### config.mk
export PLATFORM = sky130hd
export DESIGN_NAME = mmio_bridge
export DESIGN_NICKNAME = d
export VERILOG_FILES = /design/src/rtl/mmio_pkg.sv /design/src/rtl/mmio_decode.sv /design/src/rtl/mmio_bridge.sv
export SDC_FILE = /design/constraint.sdc
export NUM_CORES = 1
export LEC_CHECK = 0
export CAP_MARGIN = 20
export CORE_ASPECT_RATIO = 0.9
export CORE_UTILIZATION = 43
export DETAILED_ROUTE_END_ITERATION = 8
export PLACE_DENSITY_LB_ADDON = 0.05
export SYNTH_ARGS = -nofsm -noshare
export SYNTH_HDL_FRONTEND = slang
export SYNTH_SLANG_ARGS = --single-unit
### constraint.sdc
create_clock -name clk -period 3 [get_ports clk]
set_clock_uncertainty 0.05 [all_clocks]
set_input_delay 0.6 -clock clk [delete_from_list [all_inputs] [get_ports clk]]
set_output_delay 0.6 -clock clk [all_outputs]
set_load 0.005 [all_outputs]
### src/rtl/mmio_pkg.sv
// mmio_pkg: constant address map, bridge state encoding and a window-match
// helper shared by the MMIO bridge and its address decoder.
package mmio_pkg;

   localparam int MAX_SLV = 8;
   localparam int INT_SLV = 2;

   // Unused entries have base above limit so they can never match.
   localparam logic [31:0] SLV_BASE [0:7] = '{
      32'h0000_0000,
      32'h0000_7F00,
      32'h0000_7F20,
      32'hFFFF_FFFF,
      32'hFFFF_FFFF,
      32'hFFFF_FFFF,
      32'hFFFF_FFFF,
      32'hFFFF_FFFF
   };

   localparam logic [31:0] SLV_LIMIT [0:7] = '{
      32'h0000_2FFF,
      32'h0000_7F0B,
      32'h0000_7F23,
      32'h0000_0000,
      32'h0000_0000,
      32'h0000_0000,
      32'h0000_0000,
      32'h0000_0000
   };

   typedef enum logic [1:0] {
      ST_IDLE,
      ST_ACCESS,
      ST_RESP
   } bridge_state_t;

   function automatic logic in_window(input logic [31:0] addr, input int idx);
      return (addr >= SLV_BASE[idx]) && (addr <= SLV_LIMIT[idx]);
   endfunction

endpackage

### src/rtl/mmio_decode.sv
// mmio_decode: combinational address decoder. Produces a hit flag, a one-hot
// slave select and the binary slave index; the lowest matching index wins.
module mmio_decode
   import mmio_pkg::*;
#(
   parameter int N_SLV = 3
) (
   input  logic [31:0]      addr,
   output logic             hit,
   output logic [N_SLV-1:0] sel,
   output logic [2:0]       idx
);

   // Scan from the highest slave down so that a lower matching index overwrites.
   always_comb begin
      hit = 1'b0;
      sel = '0;
      idx = '0;
      for (int i = N_SLV - 1; i >= 0; i--) begin
         if (in_window(addr, i)) begin
            hit    = 1'b1;
            sel    = '0;
            sel[i] = 1'b1;
            idx    = 3'(i);
         end
      end
   end

endmodule

### src/rtl/mmio_bridge.sv
// mmio_bridge: CPU data port to N_SLV memory-mapped slaves. Decodes each access,
// holds a registered one-hot select plus address/data/byte-enables until the
// selected slave is ready, then returns registered read data with an error flag.
// Optional feature macro BRIDGE_TIMEOUT_EN: when defined, an access that sees no
// slave ready within TIMEOUT cycles ends in a bus error; otherwise ACCESS waits
// indefinitely.
module mmio_bridge
   import mmio_pkg::*;
#(
   parameter int N_SLV   = 3,
   parameter int DATA_W  = 32,
   parameter int TIMEOUT = 15
) (
   input  logic                    clk,
   input  logic                    reset_n,
   input  logic                    cpu_req,
   input  logic [31:0]             cpu_addr,
   input  logic [DATA_W-1:0]       cpu_wdata,
   input  logic [DATA_W/8-1:0]     cpu_byteen,
   output logic [DATA_W-1:0]       cpu_rdata,
   output logic                    cpu_ready,
   output logic                    cpu_err,
   output logic [N_SLV-1:0]        slv_sel,
   output logic [31:0]             slv_addr,
   output logic [DATA_W-1:0]       slv_wdata,
   output logic [DATA_W/8-1:0]     slv_byteen,
   input  logic [N_SLV*DATA_W-1:0] slv_rdata,
   input  logic [N_SLV-1:0]        slv_ready
);

   localparam int BE_W = DATA_W / 8;

   bridge_state_t state, state_next;

   logic             dec_hit;
   logic [N_SLV-1:0] dec_sel;
   logic [2:0]       dec_idx;

   logic              latch_req;
   logic              capture;
   logic              fail;
   logic [DATA_W-1:0] sel_rdata;
   logic              sel_ready;
   logic [BE_W-1:0]   byteen_eff;

`ifdef BRIDGE_TIMEOUT_EN
   localparam int CNT_W = ($clog2(TIMEOUT + 1) < 4) ? 4 : $clog2(TIMEOUT + 1);
   logic [CNT_W-1:0] cnt;
   logic             cnt_inc;
`endif

   mmio_decode #(
      .N_SLV (N_SLV)
   ) u_decode (
      .addr (cpu_addr),
      .hit  (dec_hit),
      .sel  (dec_sel),
      .idx  (dec_idx)
   );

   // Interrupt-generator writes are narrowed to the lowest byte lane only.
   always_comb begin
      byteen_eff = cpu_byteen;
      if (dec_idx == 3'(INT_SLV) && cpu_byteen != '0) begin
         byteen_eff = BE_W'(1);
      end
   end

   // Route the currently selected slave's read data and ready back to the FSM.
   always_comb begin
      sel_rdata = '0;
      sel_ready = 1'b0;
      for (int i = 0; i < N_SLV; i++) begin
         if (slv_sel[i]) begin
            sel_rdata = slv_rdata[i*DATA_W +: DATA_W];
            sel_ready = slv_ready[i];
         end
      end
   end

   // State register; reset abandons any access in flight.
   always_ff @(posedge clk or negedge reset_n) begin
      if (!reset_n) begin
         state <= ST_IDLE;
      end else begin
         state <= state_next;
      end
   end

   // Next-state logic and the datapath strobes that go with each transition.
   always_comb begin
      state_next = state;
      latch_req  = 1'b0;
      capture    = 1'b0;
      fail       = 1'b0;
`ifdef BRIDGE_TIMEOUT_EN
      cnt_inc    = 1'b0;
`endif
      case (state)
         ST_IDLE: begin
            if (cpu_req) begin
               latch_req  = 1'b1;
               fail       = !dec_hit;
               state_next = dec_hit ? ST_ACCESS : ST_RESP;
            end
         end
         ST_ACCESS: begin
            if (sel_ready) begin
               capture    = 1'b1;
               state_next = ST_RESP;
            end
`ifdef BRIDGE_TIMEOUT_EN
            else if (cnt == CNT_W'(TIMEOUT)) begin
               fail       = 1'b1;
               state_next = ST_RESP;
            end else begin
               cnt_inc = 1'b1;
            end
`endif
         end
         ST_RESP: begin
            state_next = ST_IDLE;
         end
         default: begin
            state_next = ST_IDLE;
         end
      endcase
   end

   // Request latch, slave select and response registers; select drops on exit from ACCESS.
   always_ff @(posedge clk or negedge reset_n) begin
      if (!reset_n) begin
         slv_sel    <= '0;
         slv_addr   <= '0;
         slv_wdata  <= '0;
         slv_byteen <= '0;
         cpu_rdata  <= '0;
         cpu_err    <= 1'b0;
      end else begin
         if (latch_req) begin
            slv_addr   <= cpu_addr;
            slv_wdata  <= cpu_wdata;
            slv_byteen <= byteen_eff;
            slv_sel    <= dec_hit ? dec_sel : '0;
         end
         if (capture) begin
            cpu_rdata <= sel_rdata;
            cpu_err   <= 1'b0;
            slv_sel   <= '0;
         end
         if (fail) begin
            cpu_rdata <= '0;
            cpu_err   <= 1'b1;
            slv_sel   <= '0;
         end
      end
   end

`ifdef BRIDGE_TIMEOUT_EN
   // Wait-cycle counter: cleared when an access is launched, counts ACCESS cycles without ready.
   always_ff @(posedge clk or negedge reset_n) begin
      if (!reset_n) begin
         cnt <= '0;
      end else if (latch_req) begin
         cnt <= '0;
      end else if (cnt_inc) begin
         cnt <= cnt + 1'b1;
      end
   end
`endif

   assign cpu_ready = (state == ST_RESP);

endmodule

== After elaboration in Yosys (flattened, before gate mapping) ==
Cells that the tools add are included.

* Register bits: 106
* Output and inout port bits: 105

* Muxes and demuxes: 34
* Equality and inequality tests: 5
* Reduce and logical (&&, ||, !) cells: 10
* $lt $le $gt $ge: 6

{| class="wikitable"
|+ Operators with widths
! operator !! number
|-
| $mux W32 || 5
|-
| $ge A32 B15 Y1 const B || 2
|-
| $le A32 B15 Y1 const B || 2
|-
| $ge A32 B1 Y1 const B || 1
|-
| $le A32 B14 Y1 const B || 1
|-
| $mux W3 || 7
|-
| $mux W1 || 14
|-
| $mux W2 || 6
|-
| $logic_and A1 B1 Y1 || 4
|-
| $mux W4 || 1
|-
| $ne A2 B2 Y1 const B || 2
|-
| $pmux W2 S2 || 1
|-
| $reduce_bool A4 Y1 || 1
|-
| $eq A3 B2 Y1 const B || 1
|-
| $reduce_bool A3 Y1 || 1
|-
| $eq A2 B1 Y1 const B || 1
|-
| $eq A2 B2 Y1 const B || 1
|-
| $logic_not A2 Y1 || 1
|-
| $reduce_and A2 Y1 || 1
|-
| $reduce_bool A2 Y1 || 1
|-
| $logic_not A1 Y1 || 1
|}

== Depth between registers and ports, before layout ==
Gate-level depths: netlist of the first run.

* Word-level depth: 9
* Gate-level depth with buffers: 7

== Modules after synthesis ==
A second synthesis of the first run with hierarchy kept.

* Cells, all modules: 590
* Area, all modules: 5311.3 µm²

{| class="wikitable"
|+ By module, submodules not included
! module !! cells an instance !! area each (µm²) !! times used
|-
| mmio_bridge || 565 || 5108.6 || 1
|-
| mmio_decode || 25 || 202.7 || 1
|}

== Worst setup path before layout of the first run ==
No wires, ideal clock.

* Path type: input port to flip-flop
* Start: input port cpu_addr[7]
* End: register state[1]
* Setup time: 0.131 ns
* Path buffers: 0
* Stages on the path: 4
* Arrival: 1.868 ns
* Slack: 0.951 ns
* Cell sequence: or4b_4 > nor3_4 > a211oi_4 > or3_1

* Word-level cells in the longest chain between the ends: 8
* Elaborated cells between the ends (all ways): 15

{| class="wikitable"
|+ Ends and longest elaborated chain
! element !! RTL line !! RTL
|-
| start, declared || mmio_bridge.sv:17 || <nowiki>input logic [31:0] cpu_addr,</nowiki>
|-
| $ge A32 B15 Y1 / $le A32 B15 Y1 (equally long branches) || mmio_pkg.sv:38 || <nowiki>return (addr >= SLV_BASE[idx]) && (addr <= SLV_LIMIT[idx]);</nowiki>
|-
| $logic_and A1 B1 Y1 || mmio_pkg.sv:38 ||
|-
| $mux W1 (2 in series) || mmio_decode.sv:20 || <nowiki>if (in_window(addr, i)) begin</nowiki>
|-
| $mux W1 * || mmio_decode.sv:20 ||
|-
| $mux W2 * || mmio_bridge.sv:104 || <nowiki>state_next = dec_hit ? ST_ACCESS : ST_RESP;</nowiki>
|-
| $mux W2 * || mmio_bridge.sv:101 || <nowiki>if (cpu_req) begin</nowiki>
|-
| $pmux W2 S2 * || mmio_bridge.sv:99 || <nowiki>case (state)</nowiki>
|-
| end signal, assigned || mmio_bridge.sv:86 || <nowiki>state <= state_next;</nowiki>
|-
| end, declared || mmio_bridge.sv:33 || <nowiki>bridge_state_t state, state_next;</nowiki>
|}

Mark *: on every way between the ends. The rest lies on a longest branch, timed or not. The select of a mux whose other input is x is not followed.
A chain may end at the register's enable or synchronous reset.

== Worst setup path after layout of the first run ==
* Start: input port cpu_addr[7]
* End: register cpu_err

* Word-level cells in the longest chain between the ends: 9
* Elaborated cells between the ends (all ways): 17

{| class="wikitable"
|+ Ends and longest elaborated chain
! element !! RTL line !! RTL
|-
| $ge A32 B15 Y1 / $le A32 B15 Y1 (equally long branches) || mmio_pkg.sv:38 ||
|-
| $logic_and A1 B1 Y1 || mmio_pkg.sv:38 ||
|-
| $mux W1 (2 in series) || mmio_decode.sv:20 ||
|-
| $mux W1 * || mmio_decode.sv:20 ||
|-
| $logic_not A1 Y1 * || mmio_bridge.sv:103 || <nowiki>fail = !dec_hit;</nowiki>
|-
| $mux W1 * || mmio_bridge.sv:101 ||
|-
| $mux W1 * || mmio_bridge.sv:99 ||
|-
| $mux W1 / $reduce_bool A2 Y1 (equally long branches) || -- ||
|-
| end signal, assigned || mmio_bridge.sv:138 || <nowiki>cpu_err <= 1'b0;</nowiki>
|-
| end signal, assigned || mmio_bridge.sv:148 || <nowiki>cpu_err <= 1'b0;</nowiki>
|-
| end signal, assigned || mmio_bridge.sv:153 || <nowiki>cpu_err <= 1'b1;</nowiki>
|-
| end, declared || mmio_bridge.sv:22 || <nowiki>output logic cpu_err,</nowiki>
|}

Mark *: on every way between the ends. The rest lies on a longest branch, timed or not.

==> key figures, run 1 <==
Status
  • Status: finished, final reports clean

Logic synthesis
  • Sequential share of the synthesized area: between 50 and 60%
  • Yosys warns: 0
  • FFs w/ async S/R, synth: between 90% and 100%
  • Post-synth EDFFs: 0
  • Ys flop type: dfrtp_1
  • Synth Instances: 560
  • Mapped Area: 5140 um2
  • Synth cell types: 37
  • Register bit total from synthesis: 106
  • Yosys top cell area share: 51.6%
  • Synth area leader: dfrtp_1
  • Main area contributors after synthesis: dfrtp_1, nand2_1, a211oi_2
  • Synth Net Count: 730
  • Mapped Avg Cell Area: approximately 9.2 um2

Worst setup path
  • CP required: 3.18 ns
  • CP Class: input port to flip-flop
  • Cells along the critical path: clkdlybuf4s50_1, or4b_4, nor3_4, a211oi_4, buf_4, a211o_2
  • CP arrival: 2.55 ns
  • Crit path max-delay cell type: or4b_4
  • CP Launch Type: input port
  • CP endpoint kind: flip-flop
  • Crit Reg-Reg Startpoint: slv_sel[1]$_DFFE_PN0P_
  • FF-to-FF End: cpu_rdata[19]$_DFFE_PN0P_
  • Critical Path Fanout Max: 16
  • Reg2Reg Depth: 6
  • Max incr delay on CP: 0.56 ns
  • Worst R2R Setup Slack: 1.09 ns

Power
  • PD cells: 479 nW/um2
  • Pleak: around 3.6 nW
  • Worst VDD drop: 0.607 mV

CTS
  • CTS Buffer Depth: 2
  • Post_cts resized: 0
  • CTS tree: built
  • Worst-Skew Late Latency: between 0.3 and 0.4 ns
  • CTS Hold Buffers Added: 0
  • Root Driver: clkbuf_16
  • Post-CTS Setup Inserts: 0
  • CTS Sinks: 106
  • H-tree levels: 3
  • Total CTS buffers: 9
  • Clock slew at reported path FFs: 0.07 ns

Global route
  • First-pass GRT wire length: 24.4 mm
  • Largest net degree at the start of global routing: 73
  • GRT overflow: 0
  • Number of global-route vias before repair: between 4,000 and 5,000
  • Global Route Usage Sum: 25.7%
  • Initial antenna violation count: 0

Floorplan
  • Die extent in y: 106 um
  • Cell Rows: 37
  • Die ar.: 12,400 um2
  • Die width: ~120 um
  • Initial Util: 44.6%
  • IO Pins: approximately 280
  • Core region area: 11,500 um2

Cells and area
  • Commonest cells after routing, fill and taps aside: clkdlybuf4s50_1, nand2_1, dfrtp_1
  • Filler cells: 900
  • Layout cell share with drive strength beyond 1: 8.89%
  • Post-Layout Cell Count: between 900 and 1,000
  • Final core area utilization: just over 70%
  • Most common cell after layout, fill and taps aside: clkdlybuf4s50_1
  • Antenna diodes: 0
  • P&R area growth vs syn: 62.7%
  • NumNets Final: around 990

Place
  • DP Cell Count: 961
  • Gpl congestion: between 0.8 and 0.9
  • PortBufs: 274
  • Post-Place Setup Slack: 0.271 ns
  • Detailed placer's ending HPWL: 12.0 mm

Drt
  • Final WL: 16.0 mm
  • Vias per inst: between 5 and 6
  • DR WL/cell: 16.4 um
  • DRT antenna net count: 0
  • Routed vias: about 5,000
  • DRC: 0
  • Drt initial violations: 293
  • Drt first pass iters: 5

Timing
  • Normalized max-slew margin: 44.5%
  • Fmax: 422 MHz
  • RSZ-0062 raised after global routing: no
  • Setup-failing EPs final: 0
  • Slew @ Worst Pin: about 0.83 ns
  • Tcrit/Tclk final: 78.9%
  • TNS Setup: 0 ns
  • Final Max Tran Viols: 0
  • Worst Slack Setup Final: about 0.63 ns
  • Fin. Hold Viols: 0
  • Fin crit period: 2.37 ns

Worst hold path
  • Hold Crit Class: input port to asynchronous set/reset pin

Job
  • Max cap viols: 0
cells by family after synthesis:
| kind of cell | after synthesis | synth area share [%] |
|---|---|---|
| simple gates | 325 | 27.7 |
| buf+inv | 43 | 3.70 |
| flops | 106 | 51.6 |
| compound gates | 86 | 17.0 |
through the flow:
step / power (mW) / hold WS, ns / cell area (um2)
finish: 4.00 / 0.188 / 8360
global route: 4.20 / 0.225 / 8360
CTS: 4.04 / 0.205 / 8360
global placement: 2.81 / 0.406 / 8050
detailed placement: 2.83 / 0.411 / 8050
floorplan: 2.06 / 0.254 / 5140
synthesized netlist by cell type, drive strengths merged, types with 2 or more instances:
cell type / count
o21ai: 6
and4: 2
a211oi: 34
nand2: 237
nor2b: 3
nor3: 2
clkbuf: 36
nor2: 4
nand2b: 33
nand3: 34
a211o: 2
buf: 7
dfrtp: 106
nor4: 4
a221o: 31
a21oi: 7
final cells by class:
cell class | count | area (um2) | share of cell area [%]
Clock buffer | 12 | 256 | 3.07
Clock inverter | 4 | 50.0 | 0.599
Multi-Input combinational cell | 411 | 2320 | 27.8
Sequential cell | 106 | 2650 | 31.7
Tap cell | 156 | 195 | 2.33
Timing Repair Buffer | 288 | 2880 | 34.5
critical path, delay by kind of cell:
family                 cells  cell delay [ns]
AND/OR/NAND/NOR            2             0.85
buffers and inverters      2             0.69
AO/OA/AOI/OAI              2             0.40
report_power, final:
part	total [mW]	leakage [nW]	switching (mW)	internal [mW]
Clock	1.20	0.145	0.509	0.692
Combinational	1.06	2.05	0.405	0.650
Sequential	1.75	1.36	0.113	1.63
routing by layer:
metal / share of wire (%) / vias up / wire [um] / global-route usage, %
met5: 0 / - / 0 / 0
met4: 2.0 / 0 / 325 / 7.05
met3: 9.3 / 27 / 1490 / 9.09
met2: 50 / 223 / 8040 / 44.8
met1: 39 / 2378 / 6180 / 29.4
li1: - / 2414 / - / -
worst max-delay path by stage:
stage,cells after the start,from,slack [ns],end
detailed placement,6,cpu_addr[7],0.27,cpu_err$_DFFE_PN0P_
floorplan,4,cpu_addr[7],0.95,state[1]$_DFFE_PN0P_
finish,6,cpu_addr[7],0.63,cpu_err$_DFFE_PN0P_
global placement,6,cpu_addr[7],0.28,cpu_err$_DFFE_PN0P_
CTS,6,cpu_addr[7],0.63,cpu_err$_DFFE_PN0P_
global route,6,cpu_addr[7],0.58,cpu_err$_DFFE_PN0P_
flip-flops by register name, indices dropped and copies added, names as in the netlist:
name / count
slv_byteen: 4
slv_addr: 32
cpu_rdata: 32
slv_wdata: 32
slv_sel: 3
state: 2
cpu_err: 1
(Power assumes the default switching activity.)
==> run 2, diff against run 1 <==
- CORE_UTILIZATION: 43 -> 40
- clock period: 3 -> 2.2 ns (I/O delays scaled with it)
==> run 2 against run 1 <==
Sequential cell count unchanged. Critical endpoint is now slv_sel[2]$_DFFE_PN0P_. Total power increased by 36%. Die area increased by 7.4%. Count of clock-buffer cells in the layout decreased by 2. Register-to-register slack got worse by 0.72 ns. Non-clock buffer count increased by 12.
==> key figures, run 2 (synthesis gave the netlist of run 1 again) <==
Status
  • Status: finished, final reports clean

Worst setup path
  • Cells along the critical path: clkdlybuf4s50_1, or4b_4, nor3_4, buf_4, and4_2, o2bb2ai_1
  • CP Launch Type: input port
  • CP endpoint kind: flip-flop
  • Reg2Reg Depth: 5
  • CP required: 2.41 ns
  • Max incr delay on CP: 0.57 ns
  • CP Class: input port to flip-flop
  • FF-to-FF End: cpu_rdata[20]$_DFFE_PN0P_
  • Crit Reg-Reg Startpoint: slv_sel[1]$_DFFE_PN0P_
  • CP arrival: 2.31 ns
  • Critical Path Fanout Max: 5
  • Crit path max-delay cell type: or4b_4
  • Worst R2R Setup Slack: roughly 0.37 ns

Place
  • PortBufs: 274
  • DP Area: 8200 um2
  • DP Cell Count: 977
  • Detailed placer's ending HPWL: 12.0 mm
  • Gpl congestion: just under 0.8
  • Post-Place Setup Slack: -0.270 ns

CTS
  • CTS Hold Buffers Added: 0
  • Total CTS buffers: 9
  • Post-CTS Setup Inserts: 0
  • Root Driver: clkbuf_16
  • Clock slew at reported path FFs: 0.07 ns
  • Worst-Skew Late Latency: 0.35 ns
  • CTS tree: built
  • H-tree levels: 3
  • CTS Sinks: 106
  • Post_cts resized: 0
  • CTS Buffer Depth: 2

Floorplan
  • Core region area: around 12,000 um2
  • Initial Util: 41.9%
  • Die ar.: 13,300 um2
  • Die extent in y: between 100 and 150 um
  • Cell Rows: 38
  • Die width: 121 um
  • IO Pins: 275

Cells and area
  • NumNets Final: 998
  • Antenna diodes: 0
  • Post-route cell area: 8480 um2
  • Layout cell share with drive strength beyond 1: 10.1%
  • Post-Layout Cell Count: 992
  • Most common cell after layout, fill and taps aside: clkdlybuf4s50_1
  • Commonest cells after routing, fill and taps aside: clkdlybuf4s50_1, nand2_1, dfrtp_1
  • P&R area growth vs syn: 65.1%
  • Biggest regs: cpu_rdata: 32 flops, slv_addr: 32 flops, slv_wdata: 32 flops
  • Final core area utilization: 69.2%
  • Filler cells: 940

Timing
  • Setup-failing EPs final: 0
  • Slew @ Worst Pin: 0.612 ns
  • Fmax: 477 MHz
  • Fin crit period: 2.10 ns
  • Normalized max-slew margin: 59.2%
  • Final Max Tran Viols: 0
  • RSZ-0062 raised after global routing: no
  • TNS Setup: 0 ns
  • Hold_ws: 0.0560 ns
  • Fin. Hold Viols: 0
  • Tcrit/Tclk final: between 90% and 100%
  • Worst Slack Setup Final: 0.102 ns

Drt
  • Drt first pass iters: 4
  • DRC: 0
  • Drt initial violations: 250
  • Final WL: 16.3 mm
  • Vias per inst: 5.07
  • DR WL/cell: 16.4 um
  • Routed vias: roughly 5,000
  • DRT antenna net count: 0

Global route
  • GRT overflow: 0
  • Number of global-route vias before repair: 4,986
  • Largest net degree at the start of global routing: 107
  • First-pass GRT wire length: roughly 25 mm
  • Global Route Usage Sum: 24.2%
  • Initial antenna violation count: 0

Power
  • Clock power frac: 29.1%
  • Sequential share of power: 43.9%
  • Net Switching: 1.42 mW
  • Comb power frac: 27.1%
  • PD cells: approximately 640 nW/um2
  • Switching Share: 26.1%
  • P_int: 4.02 mW
  • Final Power: 5.44 mW
  • Worst VDD drop: 0.561 mV
  • Pleak: 3.62 nW

Job
  • Max cap viols: 0

Worst hold path
  • Hold Crit Class: input port to asynchronous set/reset pin
-- run 2: critical path: cells and delay by family --
kind | cells | cell delay [ns]
AOI/OAI and AO/OA | 1 | 0.14
and+or+nand+nor | 3 | 1.12
buffers and inverters | 2 | 0.61
-- run 2: area by class of cell --
cell class / count / area [um2] / share of cell area, %
Clock buffer: 10 / 229 / 2.70
Timing Repair Buffer: 300 / 3020 / 35.6
Tap cell: 160 / 200 / 2.36
Clock inverter: 5 / 56.3 / 0.664
Sequential cell: 106 / 2650 / 31.3
Multi-Input combinational cell: 411 / 2320 / 27.4
-- run 2: how the worst max path moves through the flow --
stage | slack (ns) | from | to | cells after the start
3_3_place_gp | -0.23 | cpu_addr[7] | slv_byteen[1]$_DFFE_PN0P_ | 6
3_5_place_dp | -0.27 | cpu_addr[7] | slv_byteen[1]$_DFFE_PN0P_ | 6
5_1_grt | 0.05 | cpu_addr[7] | slv_byteen[3]$_DFFE_PN0P_ | 6
4_1_cts | 0.11 | cpu_addr[7] | cpu_rdata[1]$_DFFE_PN0P_ | 6
6_report | 0.10 | cpu_addr[7] | slv_sel[2]$_DFFE_PN0P_ | 6
2_1_floorplan | 0.31 | cpu_addr[7] | state[1]$_DFFE_PN0P_ | 4
-- run 2: per-layer routing --
metal | wire [um] | global-route usage [%] | vias to the layer above
met5 | 0 | 0 | -
met1 | 6500 | 28.6 | 2371
met2 | 7880 | 41.2 | 195
li1 | - | - | 2431
met4 | 475 | 9.61 | 0
met3 | 1420 | 7.68 | 33
-- run 2: power by group through the flow --
stage          Clock (mW)  Combinational, mW  Sequential [mW]
2_1_floorplan           0              0.376             2.43
3_3_place_gp            0               1.46             2.40
3_5_place_dp            0               1.48             2.42
6_report             1.58               1.47             2.38
5_1_grt              1.69               1.60             2.42
4_1_cts              1.62               1.49             2.39
==> run 3, diff against run 2 <==
- CORE_UTILIZATION: 40 -> 35
==> run 3 against run 2 <==
Die area up 14%. Cell count up 3.9%. Clock power about the same. Maximum frequency down 0.82%. Worst setup slack worse by 0.017 ns. Critical path depth down 4. Global-route usage down 2.7 points. Combinational power about the same. Core utilization down 8.6 points.
==> key figures, run 3 (synthesis gave the netlist of run 1 again) <==
Worst hold path
  • Hold Crit Class: flip-flop to flip-flop
  • Hold endpoint: slv_addr[25]$_DFFE_PN0P_
  • Worst hold start: slv_addr[25]$_DFFE_PN0P_
  • Hold Path Stages: 2

Drt
  • Drt first pass iters: 4
  • Vias per inst: 4.86
  • Routed vias: 5,010
  • DR WL/cell: 15.9 um
  • Drt initial violations: 226
  • DRT antenna net count: 0
  • DRC: 0
  • Final WL: 16.4 mm

Worst setup path
  • CP required: roughly 1.7 ns
  • Crit Reg-Reg Startpoint: slv_sel[1]$_DFFE_PN0P_
  • Crit path from: slv_sel[2]$_DFFE_PN0P_
  • Bufs and invs on worst path: 2
  • Worst R2R Setup Slack: 0.38 ns
  • CP Launch Type: flip-flop
  • CP endpoint kind: output port
  • CP Class: flip-flop to output port
  • Crit path max-delay family: buffers and inverters
  • Reg2Reg Depth: 5
  • Critical Path Fanout Max: 30
  • FF-to-FF End: cpu_rdata[2]$_DFFE_PN0P_
  • Crit path max-delay cell type: clkdlybuf4s50_1
  • CP arrival: 1.62 ns
  • Cells along the critical path: buf_4, clkdlybuf4s50_1
  • Max incr delay on CP: ~0.59 ns

Floorplan
  • IO Pins: around 280
  • Die extent in y: 117 um
  • Die ar.: roughly 15,000 um2
  • Cell Rows: 41
  • Die width: 130 um
  • Core region area: 14,200 um2
  • Initial Util: 36.3%

Cells and area
  • Final core area utilization: 60.6%
  • Most common cell after layout, fill and taps aside: clkdlybuf4s50_1
  • Filler cells: around 1,300
  • P&R area growth vs syn: 66.8%
  • Commonest cells after routing, fill and taps aside: clkdlybuf4s50_1, nand2_1, dfrtp_1
  • Antenna diodes: 0
  • Biggest regs: cpu_rdata: 32 flops, slv_addr: 32 flops, slv_wdata: 32 flops
  • NumNets Final: 1,003
  • Layout cell share with drive strength beyond 1: 10.5%

CTS
  • Total CTS buffers: 9
  • CTS Sinks: roughly 110
  • Clock slew at reported path FFs: approximately 0.070 ns
  • CTS tree: built
  • CTS Buffer Depth: 2
  • Worst-Skew Late Latency: 0.34 ns
  • Root Driver: clkbuf_16
  • Post-CTS Setup Inserts: 0
  • H-tree levels: 3

Power
  • Comb power frac: 27.1%
  • Pleak: 3.65 nW
  • Net Switching: ~1.4 mW
  • P_int: about 4.0 mW
  • Final Power: 5.44 mW
  • Clock power frac: between 20% and 30%
  • Sequential share of power: a little over two fifths
  • Switching Share: 25.8%
  • PD cells: approximately 630 nW/um2
  • Worst VDD drop: approximately 0.45 mV

Timing
  • Hold_ws: about 0.42 ns
  • Fin crit period: 2.11 ns
  • Slew @ Worst Pin: 0.404 ns
  • TNS Setup: 0 ns
  • Setup-failing EPs final: 0
  • Fin. Hold Viols: 0
  • Normalized max-slew margin: between 70% and 80%
  • Fmax: 473 MHz
  • RSZ-0062 raised after global routing: no
  • Final Max Tran Viols: 0
  • Tcrit/Tclk final: 96.1%

Job
  • Max cap viols: 0

Global route
  • Initial antenna violation count: 0
  • Number of global-route vias before repair: 4,836
  • First-pass GRT wire length: 25.0 mm
  • Global Route Usage Sum: 21.5%
  • GRT overflow: 0
  • Largest net degree at the start of global routing: 50

Place
  • Gpl congestion: 0.761
  • Detailed placer's ending HPWL: 12.4 mm
  • PortBufs: 274

Status
  • Status: finished, final reports clean
-- run 3: changes by cell type in the layout (fill, tap and decap cells not counted) --
cell / before / now
dlygate4sd3_1: 0 / 1
clkbuf_1: 1 / 3
a211oi_1: 2 / 1
clkinv_4: 1 / 0
a211oi_2: 30 / 31
inv_6: 0 / 1
clkinv_2: 2 / 1
buf_4: 20 / 24
-- run 3: final cells by class --
type	count	area, um2	share of cell area, %
clock buffer	12	236	2.76
sequential	106	2650	31.0
clock inverter	4	51.3	0.598
multi-input combinational	411	2330	27.1
timing repair buffer	305	3060	35.7
tap	193	241	2.82
-- run 3: layer usage --
layer	part of all wire [%]	global-route usage [%]
met5	0	0
met4	0.85	4.65
met3	8.8	8.00
met2	49	36.9
met1	42	26.0
-- run 3: what timing repair did --
action                                 CTS  global route
endpoints found under the hold margin   23             0
hold buffers                             1             0
gates resized for setup                  0             1
setup endpoints to repair                0             1
-- run 3: per-stage QoR --
| stage | area, um2 | setup slack (ns) | cells |
|---|---|---|---|
| 2_1_floorplan | 5140 | 0.311 | 560 |
| 3_3_place_gp | 8270 | -0.213 | 1014 |
| 3_5_place_dp | 8270 | -0.282 | 1014 |
| 4_1_cts | 8570 | 0.0579 | 1031 |
| 5_1_grt | 8570 | 0.00671 | 1031 |
| 6_report | 8570 | 0.0851 | 1031 |
-- run 3: worst register-to-register path: cells and delay by family (launching register included) --
| kind | cells | cell delay [ns] |
|---|---|---|
| buf+inv | 1 | 0.26 |
| simple gates | 1 | 0.09 |
| flops | 1 | 0.46 |
| compound gates | 3 | 0.87 |
-- run 3: how the worst max path moves through the flow --
stage,cells after the start,end
floorplan,4,state[1]$_DFFE_PN0P_
global placement,6,slv_byteen[1]$_DFFE_PN0P_
detailed placement,6,slv_byteen[1]$_DFFE_PN0P_
CTS,2,slv_sel[2]
global route,6,cpu_rdata[12]$_DFFE_PN0P_
finish,2,slv_sel[2]
-- run 3: power groups by stage --
| stage | Clock, mW | Sequential, mW | Combinational, mW |
|---|---|---|---|
| after floorplan | 0 | 2.43 | 0.376 |
| after global placement | 0 | 2.41 | 1.47 |
| after detailed placement | 0 | 2.41 | 1.49 |
| after CTS | 1.64 | 2.39 | 1.49 |
| after global routing | 1.72 | 2.42 | 1.61 |
| final | 1.58 | 2.39 | 1.47 |
